### src/rtl/serial_adder_pkg.sv
// Shared types and constants for the bit-serial adder controller.
package serial_adder_pkg;

  typedef enum logic [1:0] {
    IDLE = 2'd0,
    RUN  = 2'd1,
    DONE = 2'd2
  } sa_state_t;

  localparam int SA_WIDTH_DEFAULT = 8;

endpackage

### src/rtl/full_adder.sv
// Single-bit full adder cell shared across the datapath library.
module full_adder (
  input  logic A,
  input  logic B,
  input  logic Cin,
  output logic S,
  output logic Cout
);

  assign S    = A ^ B ^ Cin;
  assign Cout = (A & B) | (Cin & (A ^ B));

endmodule

### src/rtl/serial_adder_ctrl.sv
// Bit-serial WIDTH-bit adder: one full_adder cell, LSB first, one bit per clock.
// Optional signed-overflow flag enabled by defining SERIAL_ADDER_OVF_EN.
module serial_adder_ctrl
  import serial_adder_pkg::*;
#(
  parameter int WIDTH = SA_WIDTH_DEFAULT
) (
  input  logic             clk,
  input  logic             rst,
  input  logic             start,
  input  logic [WIDTH-1:0] a,
  input  logic [WIDTH-1:0] b,
  input  logic             cin,
  output logic             busy,
  output logic             done,
  output logic [WIDTH-1:0] sum,
  output logic             cout,
  output logic             ovf
);

  localparam int CNT_W = $clog2(WIDTH);

  sa_state_t        state;
  logic [WIDTH-1:0] a_sr;
  logic [WIDTH-1:0] b_sr;
  logic [WIDTH-1:0] acc;
  logic [WIDTH-1:0] acc_nxt;
  logic [CNT_W-1:0] cnt;
  logic             carry;
  logic             fa_s;
  logic             fa_c;
  logic             last;
  logic             load;
  logic             unused_acc_lsb;

  full_adder u_fa (
    .A   (a_sr[0]),
    .B   (b_sr[0]),
    .Cin (carry),
    .S   (fa_s),
    .Cout(fa_c)
  );

  // Sum bits enter at the top and walk down, so the LSB lands in bit 0 after WIDTH shifts.
  assign acc_nxt        = {fa_s, acc[WIDTH-1:1]};
  assign unused_acc_lsb = acc[0];
  assign last           = (state == RUN) && (cnt == CNT_W'(WIDTH - 1));
  assign load           = start && ((state == IDLE) || (state == DONE));
  assign busy           = (state == RUN);
  assign done           = (state == DONE);

  always_ff @(posedge clk) begin
    if (rst) begin
      state <= IDLE;
      sum   <= '0;
      cout  <= 1'b0;
    end else begin
      case (state)
        IDLE, DONE: state <= start ? RUN : IDLE;
        RUN: begin
          if (last) begin
            state <= DONE;
            sum   <= acc_nxt;
            cout  <= fa_c;
          end
        end
        default: state <= IDLE;
      endcase
    end
  end

  // Operand shifters and bit counter carry no reset; a start always reloads them.
  always_ff @(posedge clk) begin
    if (load) begin
      a_sr  <= a;
      b_sr  <= b;
      carry <= cin;
      cnt   <= '0;
      acc   <= '0;
    end else if (state == RUN) begin
      acc   <= acc_nxt;
      carry <= fa_c;
      a_sr  <= {1'b0, a_sr[WIDTH-1:1]};
      b_sr  <= {1'b0, b_sr[WIDTH-1:1]};
      cnt   <= cnt + 1'b1;
    end
  end

`ifdef SERIAL_ADDER_OVF_EN
  logic c_msb_in;

  // On the last RUN cycle the running carry is the carry into the MSB.
  assign c_msb_in = carry;

  always_ff @(posedge clk) begin
    if (rst) begin
      ovf <= 1'b0;
    end else if (last) begin
      ovf <= c_msb_in ^ fa_c;
    end
  end
`else
  assign ovf = 1'b0;
`endif

endmodule

### config.mk
export PLATFORM = sky130hd
export DESIGN_NAME = serial_adder_ctrl
export DESIGN_NICKNAME = d
export VERILOG_FILES = /design/src/rtl/serial_adder_pkg.sv /design/src/rtl/full_adder.sv /design/src/rtl/serial_adder_ctrl.sv
export SDC_FILE = /design/constraint.sdc
export NUM_CORES = 1
export LEC_CHECK = 0
export ABC_AREA = 1
export CAP_MARGIN = 40
export CELL_PAD_IN_SITES_DETAIL_PLACEMENT = 1
export CELL_PAD_IN_SITES_GLOBAL_PLACEMENT = 2
export CORE_MARGIN = 1
export CORE_UTILIZATION = 28
export CTS_BUF_LIST = sky130_fd_sc_hd__clkbuf_4 sky130_fd_sc_hd__clkbuf_8
export CTS_CLUSTER_DIAMETER = 60
export DETAILED_ROUTE_END_ITERATION = 16
export GPL_TIMING_DRIVEN = 0
export PLACE_DENSITY = 0.78
export SLEW_MARGIN = 5
export SYNTH_ARGS = -nofsm -noshare
export SYNTH_HDL_FRONTEND = slang
export SYNTH_SLANG_ARGS = --single-unit
### constraint.sdc
create_clock -name clk -period 1.5 [get_ports clk]
set_input_delay 0.15 -clock clk [delete_from_list [all_inputs] [get_ports clk]]
set_output_delay 0.15 -clock clk [all_outputs]
set_load 0.02 [all_outputs]
Yosys cells after proc, flatten, opt, wreduce, memory -nomap -nowiden
Index checks and enable logic that the tools add are counted.
{ "classes": {"addsub": 1, "n_mul": 0, "div": 0, "magnitude_cmp": 0, "eq_ne": 4, "shift": 0, "muxes": 9, "bitwise": 5, "reduce_logical": 7} }
{ "op_table": {"columns": ["op", "n"], "rows": [
  ["2-to-1 mux 8 bit", 4],
  ["one-hot mux 2 bit (2 select lines)", 1],
  ["adder 3 x 1 -> 3 bit (second input constant)", 1],
  ["== test 3 bit (second input constant)", 1],
  ["2-to-1 mux 1 bit", 3],
  ["AND 1 bit", 2],
  ["== test 2 x 1 -> 1 bit (second input constant)", 1],
  ["== test 2 bit (second input constant)", 1],
  ["logical AND 1 bit", 2],
  ["zero test 2 bit", 1],
  ["2-to-1 mux 2 bit", 1],
  ["!= test 2 x 1 -> 1 bit (second input constant)", 1],
  ["AND reduction 2 bit", 1],
  ["nonzero test 2 bit", 1],
  ["OR reduction 2 bit", 1],
  ["bitwise XOR 1 bit", 2],
  ["logical OR 1 bit", 1],
  ["bitwise OR 1 bit", 1]
]} }
{ "totals": {"ff_bits": 39, "latchBits": 0, "ramBits": 0, "rom_bits": 0, "input_bits": 20, "word_cells": 34, "mem_count": 0} }

Logic depth before layout (Yosys ltp)
Gate-level depths: netlist of run 1.
{ "logic_depth": {"ltp_word": 5, "ltp_mapped": 7, "ltp_nobuf": 6} }

Hierarchy
Synthesis of run 1 repeated with hierarchy kept, for this count alone.
{ "unflattened": {"cells_unflattened": 175, "area_unflattened_um2": 1575.3} }
{ "modules_own_cells": {"columns": ["mod", "n_inst", "cells_per_inst", "area_per_inst_um2"], "rows": [
  ["serial_adder_ctrl", 1, 174, 1555.2],
  ["full_adder", 1, 1, 20.0]
]} }

Least setup slack after synthesis of run 1
Ideal clock, no wire load.
{ "synth_path": {"kind": "register to register", "from": "reg state[0]", "to": "reg a_sr[0], enable pin", "arrival_time_ns": 1.158, "slack_ns": -0.031, "stages_incl_launch_ff": 6, "synth_period_minus_slack_ns": 1.531, "cell_sequence": "dfxtp_1 > inv_2 > nand2_2 > buf_6 > buf_6 > nand2_1"} }
{ "synth_between": {"elab_chain_cells": 4, "word_cells_on_any_way": 6, "classes_between": "eq/ne (2); reduce/logical (4)"} }
{ "synth_rtl": {"columns": ["element", "line_no", "rtl"], "rows": [
  ["start: declaration", "serial_adder_ctrl.sv:23", "sa_state_t state;"],
  ["start signal: assignment", "serial_adder_ctrl.sv:59", "IDLE, DONE: state <= start ? RUN : IDLE;"],
  ["== test 2 bit / zero test 2 bit (equally long branches)", "serial_adder_ctrl.sv:48", "assign load = start && ((state == IDLE) || (state == DONE));"],
  ["logical OR 1 bit", "serial_adder_ctrl.sv:48", null],
  ["logical AND 1 bit", "serial_adder_ctrl.sv:48", null],
  ["nonzero test 2 bit (no line) (*)", null, null],
  ["end signal: assignment", "serial_adder_ctrl.sv:83", "a_sr <= {1'b0, a_sr[WIDTH-1:1]};"],
  ["end: declaration", "serial_adder_ctrl.sv:24", "logic [WIDTH-1:0] a_sr;"]
]} }
Every way passes the cells marked *; elsewhere a longest branch is shown, timed or not.
A chain may end at the register's enable or synchronous reset.

Final worst setup path of run 1
{ "layout_path": {"from": "reg state[0]", "to": "reg a_sr[5], enable pin"} }
The elaborated chain is that of the path after synthesis.

==> flow_metrics.env, run 1 <==
export IMPL_die_h_um=77.0
export IMPL_r2r_slack_ns=0.11
export IMPL_crit_top_cell="buf_6"
export IMPL_drc=0
export IMPL_area_growth_pct=30.5
export IMPL_synth_async_reset_ratio_pct=0
export IMPL_gp_congestion=0.744
export IMPL_setup_viol=0
export IMPL_antennaDiodeCount=0
export IMPL_cts_root_buf="clkbuf_8"
export IMPL_hold_end="a_sr[4]$_DFFE_PP_"
export IMPL_synth_compound_area_share_pct=0.318
export IMPL_max_cap_viol_count=0
export IMPL_cp_arrival_ns=1.36
export IMPL_grt_max_degree=18
export IMPL_ys_top_cells_by_area="edfxtp_1, dfxtp_1, nand2_1"
export IMPL_grt_pass1_wl_mm=6.04
export IMPL_grt_remaining_overflow=0
export IMPL_io_pins=32
export IMPL_synth_top_family_by_area="simple AND/OR/NAND/NOR gates"
export IMPL_drt_total_wl_mm=3.45
export IMPL_critical_path_max_stage_delay_ns=0.34
export IMPL_grt_pass1_vias=1239
export IMPL_vias_per_cell=4.40
export IMPL_detail_route_first_pass_iterations=4
export IMPL_synth_top_area_share_pct=32.4
export IMPL_finalCritPeriodShare_pct=92.6
export IMPL_synth_simple_area_share_pct=31.0
export IMPL_track_usage_pct=13.3
export IMPL_r2r_end="a_sr[5]$_DFFE_PP_"
export IMPL_h_tree_depth=2
export IMPL_max_freq_mhz=720
export IMPL_yosysSeqAreaShare_pct=59.1
export IMPL_clk_pin_slew_worst_paths_ns=0.08
export IMPL_dr_first_iter_drc_count=28
export IMPL_path_cells="inv_2, nand2_2, buf_6, buf_6, nand2_4"
export IMPL_synthCells=175
export IMPL_cp_startpoint="state[0]$_SDFFE_PP0P_"
export IMPL_cts_tree="yes"
export IMPL_synthAdderAreaFrac_pct=2.86
export IMPL_period_needed_ns=1.39
export IMPL_hold_start="start"
export IMPL_max_vdd_ir_drop_uv=343
export IMPL_core_um2=5270
export IMPL_cp_required_ns=1.47
export IMPL_synth_top_cell_by_area="edfxtp_1"
export IMPL_die_width_um=77.0
export IMPL_dp_hpwl_mm=2.39
export IMPL_utilization_pct=39.0
export IMPL_antenna_found_initial=0
export IMPL_use_met3_pct=4.17
export IMPL_synth_xor_area_share_pct=0
export IMPL_syn_area_um2=1580
export IMPL_grtUsageMet2_pct=21.5
export IMPL_use_met1_pct=16.8
export IMPL_power_leakage_nw=0.929
export IMPL_syn_num_nets=198
export IMPL_postSynthAreaPerCell_um2=9.00
export IMPL_cts_sinks=38
export IMPL_rsz0062_at_grt="no"
export IMPL_synth_edf_count=17
export IMPL_worstSetupStartpointType="flip-flop"
export IMPL_finalPower_mw=2.26
export IMPL_wl_per_cell_um=12.2
export IMPL_top_usage_layer="met2"
export IMPL_critPathKind="flip-flop to flip-flop"
export IMPL_synthFlopType="dfxtp_1"
export IMPL_r2r_start="state[0]$_SDFFE_PP0P_"
export IMPL_fin_skew_ns=0.00794
export IMPL_ys_seq_elements=38
export IMPL_run_status="complete, no violations"
export IMPL_cts_buffer_depth=2
export IMPL_hp_class="input pin to flip-flop"
export IMPL_hold_viol=0
export IMPL_cp_end_kind="flip-flop"
export IMPL_dieArea_um2=5930
export IMPL_cp_max_fo=17
export IMPL_slowest_stage="dfxtp_2"
export IMPL_final_max_slew_viol_count=0
export IMPL_cts_buffers=5
export IMPL_nNetsFinal=236
export IMPL_drive_gt1_share_pct=13.1
export IMPL_cellPowerDensity_nw_per_um2=1100
export IMPL_synth_mux_area_share_pct=0
export IMPL_detail_route_antenna_nets=0
export IMPL_whs_path_depth=3
export IMPL_clk_latency_ns=0.29
export IMPL_vias=1250
export IMPL_synth_distinct_cells=20
export IMPL_r2r_cells=5
export IMPL_io_buffers=29
export IMPL_start_util_pct=29.9
export IMPL_yosysWarnings=0
export IMPL_fp_row_count=26
export IMPL_postCtsHoldBufs=0
[layout by cell type, fill, tap and decap left out, drive strengths merged, types with 2 or more instances in the layout]
cell type,count
dfxtp,21
clkbuf,7
edfxtp,17
nor2,11
buf,11
clkdlybuf4s50,27
nand2,71
ha,2
clkinv,3
nand3,32
inv,8
[power breakdown]
part / switching, mW / total [mW] / internal (mW)
Clock: 0.360 / 0.698 / 0.338
Combinational: 0.169 / 0.306 / 0.137
Sequential: 0.0486 / 1.26 / 1.21
Total: 0.578 / 2.26 / 1.68
[flip-flops by register name, summed over array words and instances, names as in the netlist]
signal  flops
state       2
acc         7
a_sr        8
b_sr        8
cout        1
cnt         3
carry       1
sum         8
[cell type report]
type,instances,area (µm²)
Fill cell,628,3210
Timing Repair Buffer,31,299
Clock buffer,6,76.3
Clock inverter,2,8.76
Sequential cell,38,932
Buffer,9,68.8
Inverter,9,33.8
Tap cell,70,87.6
Multi-Input combinational cell,119,549
[how the worst max path moves through the flow]
| stage | slack, ns | to |
|---|---|---|
| 2_1_floorplan | 0.16 | a_sr[0]$_DFFE_PP_ |
| 3_3_place_gp | -0.06 | b_sr[3]$_DFFE_PP_ |
| 3_5_place_dp | -0.08 | a_sr[5]$_DFFE_PP_ |
| 4_1_cts | -0.05 | busy |
| 5_1_grt | 0.003 | sum[5]$_SDFFE_PP0P_ |
| 6_report | 0.11 | a_sr[5]$_DFFE_PP_ |
[routing by layer]
layer  wire [µm]  part of all wire (%)
met5           0                     0
met4          53                   1.5
met3         146                   4.2
met2        1630                    47
met1        1620                    47
[synth_stat cells, types with 2 or more instances]
cell type	n
nand2_1	70
buf_4	2
buf_2	3
nor2_2	2
edfxtp_1	17
inv_1	6
nor2_1	8
ha_1	2
buf_6	3
dfxtp_1	21
inv_2	2
nand3_1	31
[what timing repair did]
item,4_1_cts,5_1_grt
resized for setup,5,2
endpoints found under the setup margin,19,1
pin swaps,0,1
setup buffers,0,2
[worst max-delay path, delay by kind of cell, from the launching register on]
kind | cells | cell delay, ns
DFF | 1 | 0.34
and+or+nand+nor | 2 | 0.30
buffers and inverters | 3 | 0.43
[per-stage QoR]
stage	instances	cell area (µm²)	TNS [ns]	setup WS, ns	hold slack (ns)
finish	284	2060	0	0.111	0.283
global route	284	2060	0	0.00284	0.307
CTS	282	2050	-0.0477	-0.0477	0.276
detailed placement	274	1960	-1.42	-0.0808	0.463
global placement	274	1960	-1.10	-0.0618	0.457
floorplan	175	1580	0	0.155	0.219
[cell families after synthesis]
family	after synthesis
other	1
AOI/OAI and AO/OA	1
DFF	38
buffers and inverters	18
adders and majority gates	3
and+or+nand+nor	114
No activity file was read; power rests on OpenSTA's default activity.
==> run 2, diff against run 1 <==
--- a/config.mk
+++ b/config.mk
@@ -16,6 +16,7 @@
 export DETAILED_ROUTE_END_ITERATION = 16
 export GPL_TIMING_DRIVEN = 0
 export PLACE_DENSITY = 0.78
+export RECOVER_POWER = 50
 export SLEW_MARGIN = 5
 export SYNTH_ARGS = -nofsm -noshare
 export SYNTH_HDL_FRONTEND = slang
==> flow_metrics.env, run 2 (synthesis gave the netlist of run 1 again) <==
export IMPL_die_width_um=77.0
export IMPL_die_h_um=77.0
export IMPL_cp_arrival_ns=1.39
export IMPL_cts_root_buf="clkbuf_8"
export IMPL_cts_tree="yes"
export IMPL_h_tree_depth=2
export IMPL_drc=0
export IMPL_cts_buffers=5
export IMPL_run_status="complete, no violations"
export IMPL_dr_first_iter_drc_count=28
export IMPL_r2r_slack_ns=0.08
export IMPL_max_freq_mhz=704
export IMPL_r2r_cells=5
export IMPL_vias=1253
export IMPL_dieArea_um2=5930
export IMPL_fillerInstances=630
export IMPL_gp_congestion=0.744
export IMPL_clk_latency_ns=0.29
export IMPL_setup_viol=0
export IMPL_grt_pass1_wl_mm=6.04
export IMPL_antenna_found_initial=0
export IMPL_detail_route_first_pass_iterations=4
export IMPL_nNetsFinal=236
export IMPL_hp_class="input pin to flip-flop"
export IMPL_hold_end="b_sr[6]$_DFFE_PP_"
export IMPL_io_buffers=29
export IMPL_start_util_pct=29.9
export IMPL_regArea_um2=931
export IMPL_r2r_end="a_sr[5]$_DFFE_PP_"
export IMPL_hold_start="start"
export IMPL_final_cell_mix="nand2_1, nand3_1, clkdlybuf4s50_1"
export IMPL_dp_hpwl_mm=2.39
export IMPL_cp_required_ns=1.47
export IMPL_area_growth_pct=30.2
export IMPL_power_leakage_nw=0.925
export IMPL_cellPowerDensity_nw_per_um2=1100
export IMPL_reg_top3="a_sr x8, b_sr x8, sum x8"
export IMPL_postCtsHoldBufs=0
export IMPL_clk_pin_slew_worst_paths_ns=0.08
export IMPL_antennaDiodeCount=0
export IMPL_vias_per_cell=4.41
export IMPL_wl_per_cell_um=12.2
export IMPL_detail_route_antenna_nets=0
export IMPL_final_setup_tns_ns=0
export IMPL_drive_gt1_share_pct=12.1
export IMPL_drt_total_wl_mm=3.45
export IMPL_dp_cells=274
export IMPL_hold_viol=0
export IMPL_fp_row_count=26
export IMPL_grt_remaining_overflow=0
export IMPL_finalPower_mw=2.26
export IMPL_final_max_slew_viol_count=0
export IMPL_core_um2=5270
export IMPL_cp_max_fo=17
export IMPL_fin_skew_ns=0.00809
export IMPL_r2r_start="state[0]$_SDFFE_PP0P_"
export IMPL_layout_commonest_cell="nand2_1"
export IMPL_grt_max_degree=18
export IMPL_cts_buffer_depth=2
export IMPL_finalCritPeriodShare_pct=94.7
export IMPL_period_needed_ns=1.42
export IMPL_max_cap_viol_count=0
export IMPL_grt_pass1_vias=1239
export IMPL_io_pins=32
export IMPL_critPathKind="flip-flop to flip-flop"
export IMPL_max_vdd_ir_drop_uv=343
export IMPL_cts_sinks=38
export IMPL_whs_path_depth=3
export IMPL_multiInputGateArea_um2=549
export IMPL_instances_no_fill=284
export IMPL_track_usage_pct=13.3
export IMPL_worstSetupStartpointType="flip-flop"
export IMPL_cp_end_kind="flip-flop"
==> run 2: cell count changes in the layout (fill, tap and decap cells not counted), sizes merged <==
cell	delta
buf	-1
clkbuf	+1
==> run 2: critical path: stages, from the launching register on <==
cell and delay [ns]:
dfxtp_1 0.38, inv_2 0.11, nor2_4 0.16, buf_4 0.13, inv_2 0.09, nand2_4 0.23
==> run 2: area by class of cell <==
| type | instances | area share (%) |
|---|---|---|
| tap | 70 | 4.27 |
| inverter | 9 | 1.65 |
| timing repair buffer | 31 | 14.6 |
| clock inverter | 2 | 0.427 |
| clock buffer | 6 | 3.72 |
| multi-input combinational | 119 | 26.8 |
| sequential | 38 | 45.4 |
| buffer | 9 | 3.17 |
==> run 2: worst max path at each step <==
stage | slack, ns | cells past startpoint | endpoint | from
after CTS | -0.05 | 4 | busy | state[0]$_SDFFE_PP0P_
final | 0.08 | 5 | a_sr[5]$_DFFE_PP_ | state[0]$_SDFFE_PP0P_
after global placement | -0.06 | 5 | b_sr[3]$_DFFE_PP_ | state[0]$_SDFFE_PP0P_
after global routing | -0.007 | 5 | a_sr[5]$_DFFE_PP_ | state[0]$_SDFFE_PP0P_
after detailed placement | -0.08 | 5 | a_sr[5]$_DFFE_PP_ | state[0]$_SDFFE_PP0P_
after floorplan | 0.16 | 5 | a_sr[0]$_DFFE_PP_ | state[0]$_SDFFE_PP0P_
==> run 2: report_power, final <==
part / internal (mW) / switching [mW] / total [mW]
logic: 0.135 / 0.169 / 0.304
clock network: 0.338 / 0.361 / 0.699
registers: 1.21 / 0.0486 / 1.25
==> run 2: what timing repair did <==
action,in CTS,in global routing
hold endpoints to repair,0,0
setup endpoints to repair,19,1
resized for setup,5,2
buffers inserted,0,2
pin swaps,0,1
==> run 2: metrics by stage <==
step | utilization [%] | hold slack (ns) | worst slack [ns] | instance area [µm²]
floorplan | - | 0.219 | 0.155 | 1580
global placement | 37.1 | 0.457 | -0.0618 | 1960
detailed placement | 37.1 | 0.463 | -0.0808 | 1960
CTS | 38.8 | 0.276 | -0.0477 | 2050
global route | 38.9 | 0.307 | -0.00693 | 2050
finish | 38.9 | 0.283 | 0.0788 | 2050
==> run 2: routing by layer <==
| metal | vias up | track usage [%] | wire (µm) |
|---|---|---|---|
| li1 | 633 | - | - |
| met1 | 581 | 16.8 | 1620 |
| met2 | 33 | 21.5 | 1640 |
| met3 | 6 | 4.17 | 146 |
| met4 | 0 | 4.53 | 53 |
| met5 | - | 0 | 0 |
==> run 3, diff against run 2 <==
--- a/config.mk
+++ b/config.mk
@@ -13,10 +13,12 @@
 export CORE_UTILIZATION = 28
 export CTS_BUF_LIST = sky130_fd_sc_hd__clkbuf_4 sky130_fd_sc_hd__clkbuf_8
 export CTS_CLUSTER_DIAMETER = 60
+export CTS_CLUSTER_SIZE = 30
 export DETAILED_ROUTE_END_ITERATION = 16
 export GPL_TIMING_DRIVEN = 0
 export PLACE_DENSITY = 0.78
 export RECOVER_POWER = 50
+export REMOVE_ABC_BUFFERS = 1
 export SLEW_MARGIN = 5
 export SYNTH_ARGS = -nofsm -noshare
 export SYNTH_HDL_FRONTEND = slang
==> flow_metrics.env, run 3 (synthesis gave the netlist of run 1 again) <==
export IMPL_run_status="complete, no violations"
export IMPL_utilization_pct=39.2
export IMPL_relSlewSlack_pct=57.8
export IMPL_track_usage_pct=12.5
export IMPL_rsz0062_at_grt="yes"
export IMPL_final_cell_mix="nand2_1, nand3_1, clkdlybuf4s50_1"
export IMPL_cp_end_kind="flip-flop"
export IMPL_clk_pin_slew_worst_paths_ns=0.08
export IMPL_cp_required_ns=1.50
export IMPL_vias=1225
export IMPL_whs_ns=0.472
export IMPL_setup_slack_ns=0.0330
export IMPL_core_um2=5270
export IMPL_cts_sinks=38
export IMPL_grt_pass1_wl_mm=5.65
export IMPL_critPathKind="flip-flop to flip-flop"
export IMPL_dr_first_iter_drc_count=37
export IMPL_period_needed_ns=1.47
export IMPL_cts_tree="yes"
export IMPL_area_growth_pct=31.1
export IMPL_worstMarginPinSlew_ns=0.634
export IMPL_grt_max_degree=31
export IMPL_gp_congestion=0.685
export IMPL_layout_commonest_cell="nand2_1"
export IMPL_drc=0
export IMPL_max_cap_viol_count=0
export IMPL_cp_arrival_ns=1.47
export IMPL_reg_top3="a_sr x8, b_sr x8, sum x8"
export IMPL_detail_route_antenna_nets=0
export IMPL_cts_root_buf="clkbuf_8"
export IMPL_pre_cts_ws_ns=-1.18
export IMPL_wl_per_cell_um=11.8
export IMPL_antenna_found_initial=0
export IMPL_die_width_um=77.0
export IMPL_grt_remaining_overflow=0
export IMPL_vias_per_cell=4.42
export IMPL_hold_viol=0
export IMPL_cts_buffer_depth=2
export IMPL_drt_total_wl_mm=3.28
export IMPL_drive_gt1_share_pct=9.66
export IMPL_fp_row_count=26
export IMPL_cp_max_fo=17
export IMPL_clk_latency_ns=0.31
export IMPL_io_buffers=30
export IMPL_start_util_pct=29.9
export IMPL_finalPower_mw=2.43
export IMPL_io_pins=32
export IMPL_dp_hpwl_mm=2.07
export IMPL_postCtsHoldBufs=0
export IMPL_dp_cells=266
export IMPL_detail_route_first_pass_iterations=4
export IMPL_setup_viol=0
export IMPL_nNetsFinal=229
export IMPL_cts_buffers=5
export IMPL_dieArea_um2=5930
export IMPL_final_max_slew_viol_count=0
export IMPL_grt_pass1_vias=1186
export IMPL_max_vdd_ir_drop_uv=480
export IMPL_finalCritPeriodShare_pct=97.8
export IMPL_power_leakage_nw=0.916
export IMPL_instances_no_fill=277
export IMPL_worstSetupStartpointType="flip-flop"
export IMPL_fin_skew_ns=0.00945
export IMPL_fillerInstances=634
export IMPL_hp_class="flip-flop to flip-flop"
export IMPL_antennaDiodeCount=0
export IMPL_die_h_um=77.0
export IMPL_cellPowerDensity_nw_per_um2=1180
export IMPL_h_tree_depth=2
export IMPL_max_freq_mhz=682
## run 3: changes by cell type in the layout (fill, tap and decap cells not counted), sizes merged
cell,change
dlygate4sd2,+1
nand2,+1
bufinv,+1
clkbuf,-2
buf,-8
## run 3: metrics by stage
stage	setup TNS, ns	instance area, µm²
final	0	2060
after global routing	-0.264	2060
after CTS	0	2050
after detailed placement	-33.33	1890
after global placement	-33.45	1890
after floorplan	-3.35	1510
## run 3: per-layer routing
layer	vias to the layer above	global-route usage [%]	wire length, µm
li1	623	-	-
met1	563	14.8	1550
met2	31	19.6	1480
met3	8	3.81	153
met4	0	7.92	95
met5	-	0	0
## run 3: timing repair
item | CTS | global route
setup endpoints to repair | 54 | 25
pin swaps | 1 | 0
buffers inserted | 1 | 1
cloned | 1 | 0
resized for setup | 11 | 3
## run 3: area by class of cell
type,count,area [µm²],area share [%]
Clock buffer,5,68.8,3.33
Timing Repair Buffer,32,312,15.1
Multi-Input combinational cell,120,587,28.4
Inverter,9,38.8,1.88
Clock inverter,3,40.0,1.94
Sequential cell,38,931,45.1
Tap cell,70,87.6,4.24
## run 3: critical path: stages, from the launching register on
cell and delay, ns:
dfxtp_1 0.45, inv_4 0.14, nor2_4 0.16, buf_6 0.17
inv_4 0.10, nand2_4 0.14
## run 3: report_power, final
| group | leakage, nW | internal, mW | total (mW) | switching, mW |
|---|---|---|---|---|
| Sequential | 0.342 | 1.21 | 1.25 | 0.0486 |
| Clock | 0.0579 | 0.490 | 0.885 | 0.395 |
| Combinational | 0.517 | 0.122 | 0.291 | 0.169 |
| Total | 0.916 | 1.82 | 2.43 | 0.613 |
## run 3: path summary, 6_finish.rpt
kind / from / to / slack, ns / cells after the start
worst max-delay path: state[0]$_SDFFE_PP0P_ / a_sr[5]$_DFFE_PP_ / 0.03 / 5
worst min-delay path: cnt[2]$_SDFFE_PP0P_ / cnt[2]$_SDFFE_PP0P_ / 0.47 / 2
worst max register to register: state[0]$_SDFFE_PP0P_ / a_sr[5]$_DFFE_PP_ / 0.03 / 5
worst min register to register: cnt[2]$_SDFFE_PP0P_ / cnt[2]$_SDFFE_PP0P_ / 0.47 / 2
